### src/rtl/dec_scan_pkg.sv
// Shared constants and the active-low one-hot decode used by every channel.
package dec_scan_pkg;

  localparam logic MODE_DIRECT = 1'b0;
  localparam logic MODE_SCAN   = 1'b1;

  // Widest decode the helper produces; callers cast down to 2**SEL_W bits.
  localparam int MAX_OUT = 64;

  // All ones except a single low bit at position sel.
  function automatic logic [MAX_OUT-1:0] dec_onehot_l(input int unsigned sel);
    return ~(64'd1 << sel);
  endfunction

endpackage

### src/rtl/dec_chan.sv
// One decoder channel: enable gate, direct/scan select mux and the Y_L register.
module dec_chan
  import dec_scan_pkg::*;
#(
  parameter int SEL_W = 2
) (
  input  logic                  i_clk,
  input  logic                  i_reset_l,
  input  logic                  i_g_l,
  input  logic                  i_scan,
  input  logic [SEL_W-1:0]      i_a,
  input  logic [SEL_W-1:0]      i_idx,
  output logic [2**SEL_W-1:0]   o_y_l
);

  localparam int NOUT = 2**SEL_W;

  logic [SEL_W-1:0] w_sel;
  logic [NOUT-1:0]  w_dec;
  logic [NOUT-1:0]  r_y_l;

  // Scan mode ignores A and decodes the shared next-state index instead.
  assign w_sel = i_scan ? i_idx : i_a;
  assign w_dec = NOUT'(dec_onehot_l(32'(w_sel)));

  // Disabled or reset channels park all outputs high.
  always_ff @(posedge i_clk) begin
    if (!i_reset_l)  r_y_l <= '1;
    else if (i_g_l)  r_y_l <= '1;
    else             r_y_l <= w_dec;
  end

  assign o_y_l = r_y_l;

endmodule

### src/rtl/dec_scan_n.sv
// Multi-channel active-low decoder with a shared prescaled scan index.
module dec_scan_n
  import dec_scan_pkg::*;
#(
  parameter int SEL_W = 2,
  parameter int NCH   = 2,
  parameter int DIV   = 4
) (
  input  logic                    i_clk,
  input  logic                    i_reset_l,
  input  logic                    i_mode,
  input  logic                    i_hold,
  input  logic [NCH-1:0]          i_g_l,
  input  logic [NCH*SEL_W-1:0]    i_a,
  output logic [NCH*(2**SEL_W)-1:0] o_y_l,
  output logic [SEL_W-1:0]        o_scan_idx,
  output logic                    o_frame
);

  localparam int          NOUT   = 2**SEL_W;
  localparam logic [15:0] DIV_M1 = 16'(DIV - 1);

  logic             r_mode;
  logic [15:0]      r_presc;
  logic [SEL_W-1:0] r_idx;
  logic             r_frame;

  logic             w_mode_chg;
  logic             w_idle;
  logic             w_step;
  logic [SEL_W-1:0] w_idx_nxt;

  // A mode change or direct mode pins the scan state at zero for this edge.
  assign w_mode_chg = (i_mode != r_mode);
  assign w_idle     = w_mode_chg || (r_mode == MODE_DIRECT);
  assign w_step     = !w_idle && !i_hold && (r_presc == DIV_M1);
  assign w_idx_nxt  = w_idle ? '0 : (w_step ? r_idx + SEL_W'(1) : r_idx);

  // Shared scan state: mode register, prescaler, index and wrap pulse.
  always_ff @(posedge i_clk) begin
    if (!i_reset_l) begin
      r_mode  <= MODE_DIRECT;
      r_presc <= '0;
      r_idx   <= '0;
      r_frame <= 1'b0;
    end else begin
      r_mode  <= i_mode;
      r_idx   <= w_idx_nxt;
      r_frame <= w_step && (r_idx == '1);
      if (w_idle)                r_presc <= '0;
      else if (!i_hold)          r_presc <= (r_presc == DIV_M1) ? '0 : r_presc + 16'd1;
    end
  end

  // Channels decode the index they will show alongside, so Y_L and SCAN_IDX align.
  for (genvar g = 0; g < NCH; g++) begin : g_chan
    dec_chan #(.SEL_W(SEL_W)) u_chan (
      .i_clk     (i_clk),
      .i_reset_l (i_reset_l),
      .i_g_l     (i_g_l[g]),
      .i_scan    (i_mode),
      .i_a       (i_a[g*SEL_W +: SEL_W]),
      .i_idx     (w_idx_nxt),
      .o_y_l     (o_y_l[g*NOUT +: NOUT])
    );
  end

  assign o_scan_idx = r_idx;
  assign o_frame    = r_frame;

endmodule

### config.mk
export PLATFORM = sky130hd
export DESIGN_NAME = dec_scan_n
export DESIGN_NICKNAME = d
export VERILOG_FILES = /design/src/rtl/dec_scan_pkg.sv /design/src/rtl/dec_chan.sv /design/src/rtl/dec_scan_n.sv
export SDC_FILE = /design/constraint.sdc
export NUM_CORES = 1
export LEC_CHECK = 0
export BUFFER_PORTS_ARGS = -buffer_cell sky130_fd_sc_hd__buf_2
export CELL_PAD_IN_SITES_DETAIL_PLACEMENT = 0
export CELL_PAD_IN_SITES_GLOBAL_PLACEMENT = 1
export CORE_ASPECT_RATIO = 0.5
export CORE_UTILIZATION = 44
export DETAILED_ROUTE_END_ITERATION = 12
export PLACE_DENSITY = 0.85
export SYNTH_ARGS = -nofsm -noshare
export SYNTH_HDL_FRONTEND = slang
export SYNTH_SLANG_ARGS = --single-unit
### constraint.sdc
create_clock -name i_clk -period 2.7 [get_ports i_clk]
set_clock_uncertainty 0.05 [all_clocks]
set_input_delay 0.405 -clock i_clk [delete_from_list [all_inputs] [get_ports i_clk]]
set_output_delay 0.405 -clock i_clk [all_outputs]
set_load 0.01 [all_outputs]
# Word level (Yosys, flattened, before mapping)
# Index checks and enable logic that the tools add are counted.
[word_totals] regBits=28 output_inout_bits=11 wordCells=31
[op_classes] n_bitwise=4 reduce_logical=9 n_addsub=2 shifts=2 mux=5 n_eq_ne=3
[op_table] operator="adder 16 x 1 -> 16 bit, second input constant" count=1
[op_table] operator="equality test 16 x 2 -> 1 bit, second input constant" count=1
[op_table] operator="2-to-1 mux 16 bit" count=1
[op_table] operator="2-to-1 mux 2 bit" count=4
[op_table] operator="NOT 4 bit" count=2
[op_table] operator="<< shifter 1 x 2 -> 4 bit, first input constant" count=2
[op_table] operator="OR reduction 2 bit" count=3
[op_table] operator="logical AND 1 bit" count=3
[op_table] operator="adder 2 x 1 -> 2 bit, second input constant" count=1
[op_table] operator="equality test 2 bit, second input constant" count=1
[op_table] operator="logical NOT 1 bit" count=2
[op_table] operator="NOT 1 bit" count=2
[op_table] operator="logical OR 1 bit" count=1
[op_table] operator="!= test 1 bit" count=1

# Depth between registers and ports, before layout
# Gate-level depths: netlist of run 1.
[logic_depth] word_depth=10 mapped_depth=6 ltp_nobuf=6

# Cells and area by module
# From an unflattened synthesis of run 1, not the netlist that was laid out.
[unflattened] cells_unflattened=125 hier_area_um2=1241.2
[by_module_without_submodules] mod="dec_scan_n" seq_area_each_um2=400.4 n_inst=1 cells_per_inst=99 area_each_um2=943.4
[by_module_without_submodules] mod="dec_chan" seq_area_each_um2=80.1 n_inst=2 cells_per_inst=13 area_each_um2=148.9

# Least setup slack after synthesis of run 1
# No wires, ideal clock.
[synth_path] kind="reg2reg" from="register r_presc[0]" to="register g_chan[1].u_chan.r_y_l[0]" n_path_buf=0 stages_incl_launch_ff=7 slack_ps=876 setup_time_ps=127 arrival_ps=1647 path_cell_list="dfxtp_1 ha_1 nor4b_2 nand4_2 xor2_1 o2bb2ai_1 or3b_1"
[synth_via] elab_chain_cells=7
[synth_lines] item="from (decl)" line_no="dec_scan_n.sv:24" text="logic [15:0] r_presc;"
[synth_lines] item="from (signal assigned)" line_no="dec_scan_n.sv:51" text="else if (!i_hold) r_presc <= (r_presc == DIV_M1) ? '0 : r_presc + 16'd1;"
[synth_lines] item="equality test 16 x 2 -> 1 bit" line_no="dec_scan_n.sv:36" text="assign w_step = !w_idle && !i_hold && (r_presc == DIV_M1);"
[synth_lines] item="logical AND 1 bit" line_no="dec_scan_n.sv:36"
[synth_lines] item="2-to-1 mux 2 bit (2 in a row)" line_no="dec_scan_n.sv:37" text="assign w_idx_nxt = w_idle ? '0 : (w_step ? r_idx + SEL_W'(1) : r_idx);"
[synth_lines] item="2-to-1 mux 2 bit" line_no="dec_chan.sv:23" text="assign w_sel = i_scan ? i_idx : i_a;"
[synth_lines] item="<< shifter 1 x 2 -> 4 bit" line_no="dec_scan_pkg.sv:12" text="return ~(64'd1 << sel);"
[synth_lines] item="NOT 4 bit" line_no="dec_scan_pkg.sv:12"
[synth_lines] item="to (signal assigned)" line_no="dec_chan.sv:30" text="else r_y_l <= w_dec;"
[synth_lines] item="to (decl)" line_no="dec_chan.sv:20" text="logic [NOUT-1:0] r_y_l;"
# No other way between the ends.
# A chain may end at the register's enable or synchronous reset.

# Final worst setup path of run 1
# Same ends and word-level chain as after synthesis.

==> results of run 1 <==
-- layout make-up --
| class | instances | area share (%) |
|---|---|---|
| Inverter | 1 | 0.263 |
| Clock buffer | 3 | 2.89 |
| Sequential cell | 28 | 39.3 |
| Clock inverter | 1 | 2.10 |
| Timing Repair Buffer | 20 | 7.01 |
| Multi-Input combinational cell | 94 | 45.2 |
| Tap cell | 37 | 3.24 |
-- cell families after synthesis --
| family | Yosys count |
|---|---|
| multiplexers | 3 |
| AO/OA/AOI/OAI | 7 |
| flip-flops | 28 |
| buffers and inverters | 3 |
| adder cells (fa/ha/maj) | 2 |
| XOR/XNOR | 16 |
| AND/OR/NAND/NOR | 66 |
-- layer usage --
metal,track usage (%),wire length [um],vias up,share of wire (%)
li1,-,-,485,-
met1,19.0,1070,423,51
met2,28.6,973,16,46
met3,4.94,62,0,2.9
met4,1.44,0,0,0
met5,0,0,-,0
-- flip-flops by register name, summed over array words and instances (netlist names) --
name	flops
o_scan_idx	2
r_presc	16
g_chan.u_chan.o_y_l	8
r_mode	1
o_frame	1
-- worst max-delay path, stage by stage (launching register included) --
cell       delay [ns]
dfxtp_1          0.38
ha_1             0.17
nor4b_2          0.22
nand4_2          0.26
xor2_1           0.32
o2bb2ai_1        0.15
or3b_1           0.36
-- path summary, 6_finish.rpt --
| path | from | end |
|---|---|---|
| hold / removal | i_g_l[1] | g_chan[1].u_chan.o_y_l[2]$_SDFF_PP1_ |
| hold reg to reg | r_mode$_SDFF_PN0_ | o_frame$_SDFF_PN0_ |
| setup / recovery | r_presc[0]$_SDFFE_PP0N_ | g_chan[1].u_chan.o_y_l[0]$_SDFF_PP1_ |
| setup reg to reg | r_presc[0]$_SDFFE_PP0N_ | g_chan[1].u_chan.o_y_l[0]$_SDFF_PP1_ |
-- cell usage after synthesis, drive strengths merged (3+ instances only) --
master and count:
nand3 9, nor2b 3, xnor2 5, and3 3
nand2 5, xor2 11, and2 3, dfxtp 28
and4 3, nand4 7, nor2 20, nor4 3
mux2i 3
-- power by group through the flow --
stage / clock network (mW) / registers, mW / logic, mW
final: 0.325 / 0.419 / 0.0323
after global routing: 0.352 / 0.420 / 0.0366
after CTS: 0.333 / 0.419 / 0.0327
after detailed placement: 0 / 0.429 / 0.0327
after global placement: 0 / 0.429 / 0.0323
after floorplan: 0 / 0.430 / 0.0163
==> results.md, run 1 <==
- Setup tns final: 0 ns
- CP arrival: 2.13 ns
- Layout Utilization: a little over half
- H-tree Lvls: 1
- CP required: between 2 and 3 ns
- PortBufs: 20
- Int Pwr: ~0.63 mW
- ANT nets after route: 0
- Initial Util: between 40% and 50%
- Tmin final: roughly 2.0 ns
- Die W: roughly 76 um
- Initial antenna violation count: 0
- Seq/Total Area, Yosys: a little under half
- Dpl cell area: 1360 um^2
- FFs w/ async S/R, synth: 0%
- Critical Path Fanout Max: 7
- Layout area overhead: 17.1%
- Period utilization: 74.9%
- Area of the multi-input gates: roughly 650 um^2
- Total chip power: between 0.7 and 0.8 mW
- Drt drc: 0
- Cts hold-fix bufs: 0
- Diodes inserted: 0
- CTS tree: done
- Cell taking the most area after synthesis: dfxtp_1
- Mapped cell area: around 1200 um^2
- Status: completed
- CP startpoint kind: register
- Final Non-Filler Cells: approximately 180
- Final WS setup: 0.677 ns
- Post-synth EDFFs: 0
- Finish-stage setup viols: 0
- Fill cells: about 250
- Syn_nets: 137
- Mux cell area share after synthesis: ~2.8%
- DR vias: roughly 920
- Most common cell after layout, fill and taps aside: dfxtp_1
- Die Ht: around 39 um
- Maximum vdd drop: approximately 0.00019 V
- Yosys top cell area share: ~46%
- Power Density: approximately 540 nW/um^2
- P_sw: 0.147 mW
- Total CTS buffers: 3
- Mapped Avg Cell Area: just under 10 um^2
- Hold crit path type: input port to register
- Avg WL per Cell: approximately 11 um
- Starting DRT DRC Count: 37
- CTS resizes: 0
- Worst hold slack: approximately 0.32 ns
- Ys Warns: 0
- Vias in the first global route: a little over 800
- Final nets: 160
- # rows: 13
- Sequential share of power: 54.0%
- Clk sinks: 28
- Worst setup EP type: register
- Hold path depth: 3
- Post-Synth Simple-Gate Area: 31.7%
- Clock transition at the registers of the reported paths: roughly 0.09 ns
- Reg area: roughly 560 um^2
- CTS Root Cell: clkbuf_8
- Max-cap viol count: 0
- Comb power frac: approximately 4.2%
- Kind of critical path: register to register
- R2R depth: 6
- First-pass GRT wire length: ~3600 um
- XOR/XNOR Fraction of Synth Area: a little under an eighth
- Core ar.: roughly 2600 um^2
- Most frequent cells in the layout: 28 x dfxtp_1, 20 x nor2_1, 20 x buf_2, 11 x xor2_1, 9 x nand3_1
- GPL Wtd Cong: around 0.78
- 1st-pass router iterations: 4
- I/O Pins: 21
- Clock power share: 41.8%
- Compound-Gate Fraction of Synth Area: between 4 and 5%
- Layout cells sized above 1: 21.8%
- Ranking of synthesized cells by area: dfxtp_1 46%, xor2_1 7.9%, nor2_1 6.2%, nand3_1 3.7%, xnor2_1 3.6%
- RSZ-0062 raised after global routing: no
- Postcts setup bufs: 0
- Cells after Synth: 125
- GRT Overall Usage: ~16%
- Vias/cell: 5.02
- Routed wire length: between 2000 and 2500 um
- Main combinational cell family by area after synthesis: simple AND/OR/NAND/NOR gates
- Fin. max-slew vios: 0
- Largest net degree at the start of global routing: 17
- Hpwl dp: approximately 1500 um
- GRT overflow: 0
- Sw Ratio: 18.9%
- Slew @ Worst Pin: around 0.67 ns
- Post-synthesis adder-cell area fraction: under 10%
- Synthesized flop and latch total: 28
- Max clock buf depth: 2
- Worst reg2reg setup slack: approximately 0.68 ns
- Unique masters post-synth: 34
- Clock Latency Late Sink: between 0.2 and 0.3 ns
- Leakage: approximately 0.53 nW
- Die area: between 2000 and 3000 um^2
- Achievable frequency: about 490 MHz
- Design area: 1430 um^2
- Synth Flop Type: dfxtp_1
- Final Hold Viols: 0
- Setup slack at placement: between 0.5 and 0.6 ns
- DP Cell Count: 180
- Rel. slew slack: 55.5%
Power figures use the tool's default switching activity.
==> inputs of run 2 (changes only) <==
--- a/config.mk
+++ b/config.mk
@@ -9,9 +9,9 @@
 export CELL_PAD_IN_SITES_DETAIL_PLACEMENT = 0
 export CELL_PAD_IN_SITES_GLOBAL_PLACEMENT = 1
 export CORE_ASPECT_RATIO = 0.5
-export CORE_UTILIZATION = 44
+export CORE_UTILIZATION = 41
 export DETAILED_ROUTE_END_ITERATION = 12
-export PLACE_DENSITY = 0.85
+export PLACE_DENSITY = 0.8
 export SYNTH_ARGS = -nofsm -noshare
 export SYNTH_HDL_FRONTEND = slang
 export SYNTH_SLANG_ARGS = --single-unit
==> constraint.sdc (replaced) <==
create_clock -name i_clk -period 1.9 [get_ports i_clk]
set_clock_uncertainty 0.05 [all_clocks]
set_input_delay 0.285 -clock i_clk [delete_from_list [all_inputs] [get_ports i_clk]]
set_output_delay 0.285 -clock i_clk [all_outputs]
set_load 0.01 [all_outputs]
==> results.md, run 2 (synthesized netlist as in run 1, its figures left out) <==
- Status: completed
- Final Hold Viols: 0
- Rel. slew slack: between 70% and 80%
- Setup slack at placement: -0.0217 ns
- Cell Chain, Critical Path: ha_4 > nor4b_4 > nand4_4 > mux2i_4 > o2bb2ai_2 > or3b_1
- Largest register FFs: 16
- Core ar.: approximately 2700 um^2
- I/O Pins: 21
- RSZ-0062 raised after global routing: yes
- Starting DRT DRC Count: between 50 and 60
- 1st-pass router iterations: 6
- CP startpoint kind: register
- Achievable frequency: between 500 and 600 MHz
- GRT overflow: 0
- Leakage: between 0.6 and 0.7 nW
- Cts hold-fix bufs: 0
- Maximum vdd drop: approximately 0.00037 V
- GPL Wtd Cong: slightly above 0.8
- Max-cap viol count: 0
- First-pass GRT wire length: ~4000 um
- Final WS setup: approximately 0.042 ns
- Layout Utilization: about three fifths
- CP required: approximately 2.0 ns
- Vias/cell: 4.98
- Tmin final: around 1.9 ns
- Diodes inserted: 0
- Hold crit path type: input port to register
- CTS tree: done
- # rows: 13
- Top reg by flops: r_presc
- Layout area overhead: 32.3%
- Slowest cell on crit path: or3b_1
- Critical Path Fanout Max: 5
- Initial Util: around 45%
- Hpwl dp: around 1700 um
- Clock transition at the registers of the reported paths: 0.09 ns
- Max clock buf depth: 2
- Vias in the first global route: about 870
- Kind of critical path: register to register
- Final Non-Filler Cells: 200
- Slew @ Worst Pin: between 0.3 and 0.4 ns
- CTS Root Cell: clkbuf_8
- Total CTS buffers: 3
- Drt drc: 0
- Power Density: 634 nW/um^2
- Routed wire length: roughly 2500 um
- Clock Latency Late Sink: ~0.27 ns
- Dpl cell area: ~1500 um^2
- Avg WL per Cell: 12.5 um
- Worst setup EP type: register
- Most common cell after layout, fill and taps aside: dfxtp_1
- Clk sinks: 28
- ANT nets after route: 0
- Most frequent cells in the layout: 26 x dfxtp_1, 20 x nor2_1, 20 x buf_2, 16 x buf_4, 10 x xor2_1
- Worst hold slack: between 0.15 and 0.2 ns
- Fin. max-slew vios: 0
- DR vias: a little under 1,000
- Final nets: about 180
- Die W: between 70 and 80 um
- Initial antenna violation count: 0
- Period utilization: a little over nine tenths
- DP Cell Count: between 150 and 200
- Die area: about 3200 um^2
- PortBufs: 20
- CP arrival: between 1.5 and 2 ns
- Layout cells sized above 1: around a third
- Die Ht: around 40 um
- Largest net degree at the start of global routing: 17
- H-tree Lvls: 1
- Finish-stage setup viols: 0
- Max incr delay on CP: around 0.38 ns
- GRT Overall Usage: between 10% and 20%
- Design area: approximately 1600 um^2
## run 2: critical path: cells and delay by family, from the launching register on
family	cells	cell delay, ns
AND/OR/NAND/NOR	3	0.85
flip-flops	1	0.37
multiplexers	1	0.24
adder cells (fa/ha/maj)	1	0.14
AO/OA/AOI/OAI	1	0.09
## run 2: final timing paths
| kind | start | end | slack [ns] | depth (start not counted) |
|---|---|---|---|---|
| max | r_presc[1]$_SDFFE_PP0N_ | g_chan[1].u_chan.o_y_l[0]$_SDFF_PP1_ | 0.04 | 6 |
| min | i_g_l[1] | g_chan[1].u_chan.o_y_l[3]$_SDFF_PP1_ | 0.19 | 3 |
| max reg2reg | r_presc[1]$_SDFFE_PP0N_ | g_chan[1].u_chan.o_y_l[0]$_SDFF_PP1_ | 0.04 | 6 |
| min reg2reg | r_mode$_SDFF_PN0_ | o_frame$_SDFF_PN0_ | 0.48 | 2 |
## run 2: power by group
group / switching, mW / internal, mW / total, mW / leakage [nW]
logic: 0.0294 / 0.0251 / 0.0545 / 0.356
clock network: 0.187 / 0.186 / 0.372 / 0.0288
registers: 0.00282 / 0.592 / 0.595 / 0.228
total: 0.219 / 0.803 / 1.02 / 0.612
## run 2: timing repair
| action | in CTS | in global routing |
|---|---|---|
| gates resized for setup | 5 | 9 |
| setup endpoints to repair | 5 | 9 |
| buffers inserted | 0 | 3 |
| pin swaps | 1 | 4 |
## run 2: metal layers
| layer | vias up | wire (um) | global-route usage [%] |
|---|---|---|---|
| li1 | 521 | - | - |
| met1 | 453 | 1230 | 21.8 |
| met2 | 19 | 1160 | 30.0 |
| met3 | 2 | 106 | 5.45 |
| met4 | 0 | 8 | 2.73 |
| met5 | - | 0 | 0 |
## run 2: through the flow
| step | setup TNS [ns] | power, mW |
|---|---|---|
| finish | 0 | 1.02 |
| global route | -0.0627 | 1.06 |
| CTS | 0 | 1.03 |
| floorplan | 0 | 0.634 |
| detailed placement | -0.0217 | 0.659 |
| global placement | 0 | 0.658 |
## run 2: cell type report
type	count	area, um^2
timing repair buffer	36	220
tap	37	46.3
multi-input combinational	94	724
sequential	28	563
fill	233	1090
inverter	1	3.75
clock buffer	4	55.1
